### src/rtl/hook_motion_ctrl.sv
// hook_motion_ctrl: frame-stepped hook launcher. On fire the hook moves up from its
// anchor row to TOP_Y (or until a hit), then back down to the anchor. Every position
// is handed to a downstream sprite drawer with a one-cycle plot strobe, and the
// controller waits for that drawer's draw_done before taking the next step.
// Optional build macro HOOK_DRAW_TIMEOUT_EN adds a draw-completion watchdog and a
// sticky err flag. When the macro is undefined, DRAW states wait indefinitely and
// err is tied low.
module hook_motion_ctrl #(
    parameter int unsigned STEP  = 4,
    parameter int unsigned TOP_Y = 8
) (
    input  logic       clk,
    input  logic       reset,
    input  logic       fire,
    input  logic       frame_tick,
    input  logic [8:0] base_x,
    input  logic [7:0] base_y,
    input  logic       hit,
    input  logic       draw_done,
    output logic       plot,
    output logic [8:0] x_out,
    output logic [7:0] y_out,
    output logic       busy,
    output logic       caught,
    output logic       err
);

    localparam logic [7:0] StepW   = 8'(STEP);
    localparam logic [7:0] TopW    = 8'(TOP_Y);
    // Extend saturates once a full step would overshoot the top row.
    localparam logic [8:0] ExtSatW = 9'(TOP_Y + STEP);

    typedef enum logic [2:0] {
        StIdle,
        StExtWait,
        StExtDraw,
        StRetWait,
        StRetDraw,
        StFinish
    } state_e;

    state_e     state_q;
    state_e     state_d;

    logic [8:0] base_x_l;
    logic [7:0] base_y_l;
    logic [7:0] hook_y;
    logic [7:0] hook_y_d;
    logic       hit_l;
    logic       plot_q;
    logic [8:0] x_q;
    logic [7:0] y_q;
    logic       enter_draw;
    logic       done_eff;
    logic [8:0] ret_sum;

    // Retract target is compared in 9 bits so hook_y + STEP cannot wrap past 255.
    assign ret_sum    = {1'b0, hook_y} + {1'b0, StepW};

    // A DRAW state is entered exactly when a WAIT state sees a frame tick.
    assign enter_draw = ((state_q == StExtWait) || (state_q == StRetWait)) && frame_tick;

`ifdef HOOK_DRAW_TIMEOUT_EN
    logic       in_draw;
    logic [9:0] watchdog;
    logic       wd_expire;
    logic       err_q;

    assign in_draw   = (state_q == StExtDraw) || (state_q == StRetDraw);
    // Expire on the cycle the count reaches 1023 with no completion from the drawer.
    assign wd_expire = in_draw && !draw_done && (watchdog == 10'd1022);
    assign done_eff  = draw_done || wd_expire;
    assign err       = err_q;

    // Watchdog counts DRAW cycles, restarting on every DRAW entry; err is sticky.
    always_ff @(posedge clk) begin
        if (reset) begin
            watchdog <= '0;
            err_q    <= 1'b0;
        end else begin
            if (enter_draw) begin
                watchdog <= '0;
            end else if (in_draw) begin
                watchdog <= watchdog + 10'd1;
            end
            if (wd_expire) begin
                err_q <= 1'b1;
            end
        end
    end
`else
    assign done_eff = draw_done;
    assign err      = 1'b0;
`endif

    // State register.
    always_ff @(posedge clk) begin
        if (reset) begin
            state_q <= StIdle;
        end else begin
            state_q <= state_d;
        end
    end

    // Next-state logic; draw_done only matters in DRAW states, fire only in IDLE.
    always_comb begin
        state_d = state_q;
        unique case (state_q)
            StIdle: begin
                if (fire) state_d = StExtWait;
            end
            StExtWait: begin
                if (frame_tick) state_d = StExtDraw;
            end
            StExtDraw: begin
                if (done_eff) begin
                    state_d = (hit_l || (hook_y == TopW)) ? StRetWait : StExtWait;
                end
            end
            StRetWait: begin
                if (frame_tick) state_d = StRetDraw;
            end
            StRetDraw: begin
                if (done_eff) begin
                    state_d = (hook_y == base_y_l) ? StFinish : StRetWait;
                end
            end
            StFinish: begin
                state_d = StIdle;
            end
            default: begin
                state_d = StIdle;
            end
        endcase
    end

    // Outputs decoded from state and registered draw strobe.
    always_comb begin
        busy   = (state_q != StIdle);
        caught = (state_q == StFinish) && hit_l;
        plot   = plot_q;
    end

    assign x_out = x_q;
    assign y_out = y_q;

    // Next hook row: one saturating step per WAIT visit that sees a tick.
    always_comb begin
        hook_y_d = hook_y;
        case (state_q)
            StIdle: begin
                if (fire) hook_y_d = base_y;
            end
            StExtWait: begin
                if (frame_tick) begin
                    hook_y_d = ({1'b0, hook_y} < ExtSatW) ? TopW : (hook_y - StepW);
                end
            end
            StRetWait: begin
                if (frame_tick) begin
                    hook_y_d = (ret_sum >= {1'b0, base_y_l}) ? base_y_l : ret_sum[7:0];
                end
            end
            default: begin
                hook_y_d = hook_y;
            end
        endcase
    end

    // Flight datapath: anchor latch, hook row and hit latch.
    always_ff @(posedge clk) begin
        if (reset) begin
            base_x_l <= '0;
            base_y_l <= '0;
            hook_y   <= '0;
            hit_l    <= 1'b0;
        end else begin
            hook_y <= hook_y_d;
            if ((state_q == StIdle) && fire) begin
                base_x_l <= base_x;
                base_y_l <= base_y;
                hit_l    <= 1'b0;
            end else if (((state_q == StExtWait) || (state_q == StExtDraw)) && hit) begin
                hit_l <= 1'b1;
            end
        end
    end

    // Drawer interface: coordinates captured on DRAW entry, plot high for that first cycle.
    always_ff @(posedge clk) begin
        if (reset) begin
            plot_q <= 1'b0;
            x_q    <= '0;
            y_q    <= '0;
        end else begin
            plot_q <= enter_draw;
            if (enter_draw) begin
                x_q <= base_x_l;
                y_q <= hook_y_d;
            end
        end
    end

endmodule

### config.mk
export PLATFORM = sky130hd
export DESIGN_NAME = hook_motion_ctrl
export DESIGN_NICKNAME = d
export VERILOG_FILES = /design/src/rtl/hook_motion_ctrl.sv
export SDC_FILE = /design/constraint.sdc
export NUM_CORES = 1
export LEC_CHECK = 0
export ABC_AREA = 1
export ABC_CLOCK_PERIOD_IN_PS = 2260
export CAP_MARGIN = 20
export CORE_MARGIN = 4
export CORE_UTILIZATION = 48
export CTS_CLUSTER_SIZE = 30
export DETAILED_ROUTE_END_ITERATION = 8
export PLACE_DENSITY = 0.75
export SLEW_MARGIN = 5
export SYNTH_ARGS = -nofsm -noshare
export SYNTH_HDL_FRONTEND = slang
export SYNTH_SLANG_ARGS = --single-unit
### constraint.sdc
create_clock -name clk -period 2.26 [get_ports clk]
set_clock_uncertainty 0.05 [all_clocks]
set_input_delay 0.452 -clock clk [delete_from_list [all_inputs] [get_ports clk]]
set_output_delay 0.452 -clock clk [all_outputs]
set_load 0.02 [all_outputs]
# After elaboration in Yosys (flattened, before gate mapping)

Cells that the tools add are included.

Register bits: 47
Input port bits: 23
Word-level logic and storage cells: 49
Output and inout port bits: 21

Add/sub/neg operators: 2
Muxes and demuxes: 14
Order comparisons: 2
Reductions and logical operators: 11
Eq/ne operators: 12

Operators by type and width:

| operator                                                              | count |
|---|---|
| 8-bit 2-to-1 mux                                                      | 5 |
| 8-bit one-hot mux with 3 select lines                                 | 1 |
| 3-bit 2-to-1 mux                                                      | 6 |
| 3-bit one-hot mux with 5 select lines                                 | 1 |
| 2-bit inequality test, second input constant                          | 5 |
| 8-bit by 3-bit adder with 9-bit output, second input constant         | 1 |
| 9-bit by 8-bit greater-or-equal comparator with 1-bit output          | 1 |
| 8-bit by 4-bit equality test with 1-bit output, second input constant | 1 |
| 8-bit equality test                                                   | 1 |
| 8-bit by 4-bit < comparator with 1-bit output, second input constant  | 1 |
| 8-bit by 3-bit subtractor with 8-bit output, second input constant    | 1 |
| 3-bit by 2-bit equality test with 1-bit output, second input constant | 2 |
| 3-bit equality test, second input constant                            | 2 |
| 5-bit AND reduction                                                   | 1 |
| 1-bit logical AND                                                     | 4 |
| 3-bit by 1-bit equality test with 1-bit output, second input constant | 1 |
| 3-bit zero test                                                       | 1 |
| 1-bit logical OR                                                      | 3 |
| 3-bit nonzero test                                                    | 1 |
| 2-bit 2-to-1 mux                                                      | 1 |
| 2-bit OR reduction                                                    | 1 |

# Depth between registers and ports, before layout

Depth in word-level cells: 5
Mapped depth: 21
Depth with buffers taken out: 21

# Least setup slack after synthesis

No wires, ideal clock.

Path kind: reg2reg
Start: register hook_y[3]
End: register y_q[2] (netlist: y_out[2])
Setup time: 114 ps
Arrival time: 2073 ps
Required time: 2096 ps
Period minus slack after synthesis: 2237 ps
Cell stages (with the launch flop): 21
Setup slack: 23 ps
Buffers on the path: 0
Path through: dfxtp_1 > ha_1 > inv_1 > nor2_1 > xor2_1 > inv_1 > ha_1 > nand2_1 > inv_1 > nand2_1 > inv_1 > nand2_1 > nand2_2 > nand2_4 > nand2_4 > nand2_2 > nand3_1 > nand3_1 > nand3b_1 > o21bai_1 > inv_1

Cells in the longest elaborated chain, start to end: 5
Elaborated cells on any way between the ends: 8
Classes of those cells: add/sub (1); order compare (2); mux (5)

RTL lines:

| what                                                         | line | text |
|---|---|---|
| from (decl)                                                  | 47   | `logic [7:0] hook_y;` |
| from (signal assigned)                                       | 178  | `hook_y <= hook_y_d;` |
| 8-bit by 3-bit adder with 9-bit output                       | 58   | `assign ret_sum = {1'b0, hook_y} + {1'b0, StepW};` |
| 9-bit by 8-bit greater-or-equal comparator with 1-bit output | 161  | `hook_y_d = (ret_sum >= {1'b0, base_y_l}) ? base_y_l : ret_sum[7:0];` |
| 8-bit 2-to-1 mux                                             | 161  |  |
| 8-bit 2-to-1 mux                                             | 160  | `if (frame_tick) begin` |
| 8-bit one-hot mux with 3 select lines (*)                    | 150  | `case (state_q)` |
| to (signal assigned)                                         | 199  | `y_q <= hook_y_d;` |
| to (decl)                                                    | 52   | `logic [7:0] y_q;` |

Every way passes the cells marked *; elsewhere a longest branch is shown, timed or not.
A chain may end at the register's enable or synchronous reset.

# Worst setup path after layout

Start: register hook_y[2]
End: register hook_y[4]

Cells in the longest elaborated chain, start to end: 5
Elaborated cells on any way between the ends: 9
Classes of those cells: add/sub (2); order compare (2); mux (5)

RTL lines:

| what                                                         | line |
|---|---|
| 8-bit by 3-bit adder with 9-bit output                       | 58 |
| 9-bit by 8-bit greater-or-equal comparator with 1-bit output | 161 |
| 8-bit 2-to-1 mux                                             | 161 |
| 8-bit 2-to-1 mux                                             | 160 |
| 8-bit one-hot mux with 3 select lines (*)                    | 150 |

Marks and branches as above.

==> results by group <==
Status
  • Status: finished, violations left
  • Violated checks: negative setup slack

Global routing
  • Pin count of the biggest net entering global routing: 23
  • Antenna violations before repair: 0
  • First-pass GRT wire length: 12.9 mm
  • All-Layer GR Usage: 22.8%
  • Grt ovf: 0
  • Number of global-route vias before repair: 2,771

Timing
  • Slew Limit Fails: 0
  • Max Fclk: 0.434 GHz
  • Rel. slew slack: 58.9%
  • Fin crit share: 102%
  • Worst slew pin tran: 0.616 ns
  • Final hold slack: 0.442 ns
  • Setup_tns: -0.211 ns
  • Final Hold Fails: 0
  • RSZ-0062 raised after global routing: true
  • Final worst path period need: 2.30 ns
  • Final setup fails: 10
  • Setup ws final: -0.0449 ns

Worst hold path
  • Worst Hold Class: flip-flop to flip-flop

Critical path
  • Max stage delay cell, worst path: dfxtp_4
  • CP Launch Type: flip-flop
  • Worst Setup End Kind: flip-flop
  • Crit-path leading delay family: simple AND/OR/NAND/NOR gates
  • CP arrival: 2.46 ns
  • Slowest Stage Delay on Critical Path: 0.42 ns
  • Crit path buffers/inverters: 0
  • Most used cell, CP: nand2_1
  • Crit path cell chain: ha_4, xor2_1, ha_1, nand2_1, nand2_1, nor2_1, nand2_1, nand2_1, nand2_2, nand2_4, nand2_8, nand2_1, nand3_1, nand3_1, nand4_1, and2_1
  • Critical Path Fanout Max: 6
  • Setup CP Type: flip-flop to flip-flop
  • WP data required: 2.41 ns

Logic synthesis
  • Synth cell count leaders: nor2_1, nand2_1, dfxtp_1
  • Net Count, Synth: 417
  • Syn Std Cell Area: 0.00271 mm2
  • Synth Warn #: 0
  • Most frequent cell after synthesis: nor2_1
  • Cell accounting for the most synthesized area: dfxtp_1
  • Synth unique cells: 41
  • Share of Yosys cell area claimed by the top area cell type: 34.7%
  • Yosys reg bits: 47
  • Avg Inst Size Synth: 7.10 um2
  • EDFF count, synth: 0
  • Seq/Total Area, Yosys: 34.7%
  • Asr flop ratio synth: 0%
  • Main flop type after synthesis: dfxtp_1
  • Syn Inst Count: 382
  • Synth area leaders: dfxtp_1, nor2_1, nand2_1

Route
  • Routed via count: 2,798
  • Iter 0 DRT Violations: 211
  • DRC viols: 0
  • Final ANT Viol Nets: 0
  • Routed vias/inst: 5.34
  • Avg WL per Cell: 14.9 um
  • Pre-antenna DRT Iters: 5
  • DRT Wirelength: 7.80 mm

Clock network
  • Worst-skew pair later-pin latency: 0.31 ns
  • Reg clk slew, reported paths: 0.10 ns
  • Num CTS Buffers: 5
  • H-tree depth: 2
  • Number of hold buffers added after cts: 0
  • Clock tree buffer depth: 2
  • CTS root buf: clkbuf_8
  • CTS tree: built
  • Clk sinks: 47

Placed design
  • DP HPWL: 5.61 mm
  • GPL Wtd Cong: 0.934
  • I/O Buffers: 42
  • Pre-CTS setup slack: -0.147 ns
  • Placed insts: 510

Floorplan
  • DIE WIDTH: 83.2 um
  • Core ar.: 0.00551 mm2
  • Number of I/O pins: 44
  • Starting density of the core: 49.3%
  • Die ar.: 0.00692 mm2
  • Num rows: 27
  • Die Ht: 83.2 um

Power and ir drop
  • Int Pwr: 0.00270 W
  • Power per Cell Area: 1420 mW/mm2
  • Net switching power: 0.00250 W
  • Sequential power share: 24.9%
  • Comb pwr share: 64.3%
  • Worst vdd ir: 0.000878 V
  • Clock Power Share: 10.8%
  • Final Power: 0.00519 W
  • Pleak: 1.64 nW
  • Switch share: 48.1%

Cells and area
  • Fin cells: 524
  • Area growth syn-to-layout: 34.4%
  • Nets: 486
  • Fraction of layout cells with a size suffix above 1: 21.9%
  • Ant diodes: 0

Job
  • Max-cap viol count: 0
## logic make-up after synthesis
kind of cell | count (synthesis) | synth area share [%]
AOI/OAI and AO/OA | 78 | 17.0
xor gates and xnor gates | 6 | 1.94
adders and majority gates | 12 | 5.53
buffers and inverters | 60 | 9.78
DFF | 47 | 34.7
other | 1 | 0.138
and+or+nand+nor | 178 | 31.0
## stage by stage
step	utilization [%]	area, um2
3_5_place_dp	60.7	3340
4_1_cts	65.5	3610
5_1_grt	66.2	3650
6_report	66.2	3650
2_1_floorplan	-	2710
3_3_place_gp	60.7	3340
## repair_timing
item,CTS,global route
gates resized for setup,23,10
pin swaps,13,8
endpoints found under the setup margin,16,17
buffers inserted,4,1
endpoints found under the hold margin,0,0
cloned,1,0
## worst register-to-register path, stage by stage (launching register included)
cell     delay (ns)
dfxtp_4        0.42
ha_4           0.16
xor2_1         0.18
ha_1           0.27
nand2_1        0.08
nand2_1        0.05
nor2_1         0.09
nand2_1        0.05
nand2_1        0.07
nand2_2        0.06
nand2_4        0.13
nand2_8        0.09
nand2_1        0.07
nand3_1        0.10
nand3_1        0.10
nand4_1        0.09
and2_1         0.15
## sequential cells by signal, indices dropped and copies added, names as in the netlist
register and flops:
base_y_l 8, y_out 8, plot 1, hook_y 8, state_q 3, hit_l 1, base_x_l 9, x_out 9
## layout make-up
| cell class | instances | area, um2 |
|---|---|---|
| clock inverters | 2 | 16.3 |
| repair buffers | 75 | 691 |
| flip-flops and latches | 47 | 948 |
| fillers | 468 | 1860 |
| inverters | 46 | 174 |
| clock buffers | 6 | 82.6 |
| well taps | 72 | 90.1 |
| multi-input cells | 276 | 1640 |
## path summary, 6_finish.rpt
kind / start / end / slack (ns) / cells after the start
max reg2reg: hook_y[2]$_SDFF_PP0_ / hook_y[4]$_SDFF_PP0_ / -0.04 / 16
min reg2reg: base_x_l[4]$_SDFFE_PP0P_ / x_out[4]$_SDFFE_PP0P_ / 0.44 / 2
max: hook_y[2]$_SDFF_PP0_ / hook_y[4]$_SDFF_PP0_ / -0.04 / 16
min: base_x_l[4]$_SDFFE_PP0P_ / x_out[4]$_SDFFE_PP0P_ / 0.44 / 2
## power by group through the flow
stage	combinational [W]	clock [W]	sequential [W]
after floorplan	0.00195	0	0.00133
after CTS	0.00324	0.000565	0.00128
final	0.00334	0.000560	0.00130
after global placement	0.00288	0	0.00127
after global routing	0.00371	0.000597	0.00133
after detailed placement	0.00290	0	0.00127
## cell usage in the layout, fill, tap and decap left out, types with 2 or more instances in the layout
cell type,netlist,layout
xor2_1,6,6
inv_1,38,35
o21ai_1,8,6
ha_4,0,4
buf_6,4,2
inv_2,7,10
o211ai_1,3,3
ha_1,12,8
and2_1,5,5
o22ai_1,9,9
nor2_4,5,5
nand3_1,29,21
buf_4,1,30
o21ai_2,1,3
or2_2,2,2
clkbuf_8,0,6
a21oi_2,3,3
nor2_1,60,59
o21ai_0,33,33
nand2_1,57,54
nor2_2,3,4
nand3_2,0,8
nand2_4,4,6
nand4_1,4,4
dfxtp_4,0,2
o21a_1,2,2
nand2_2,5,6
dfxtp_1,47,45
a21oi_1,13,13
clkdlybuf4s50_1,0,41
## layer usage
| layer | global-route usage [%] | wire length [um] |
|---|---|---|
| met1 | 28.7 | 3490 |
| met2 | 37.9 | 3770 |
| met3 | 4.46 | 361 |
| met4 | 9.21 | 185 |
| met5 | 0 | 0 |
No activity file was read; power rests on OpenSTA's default activity.
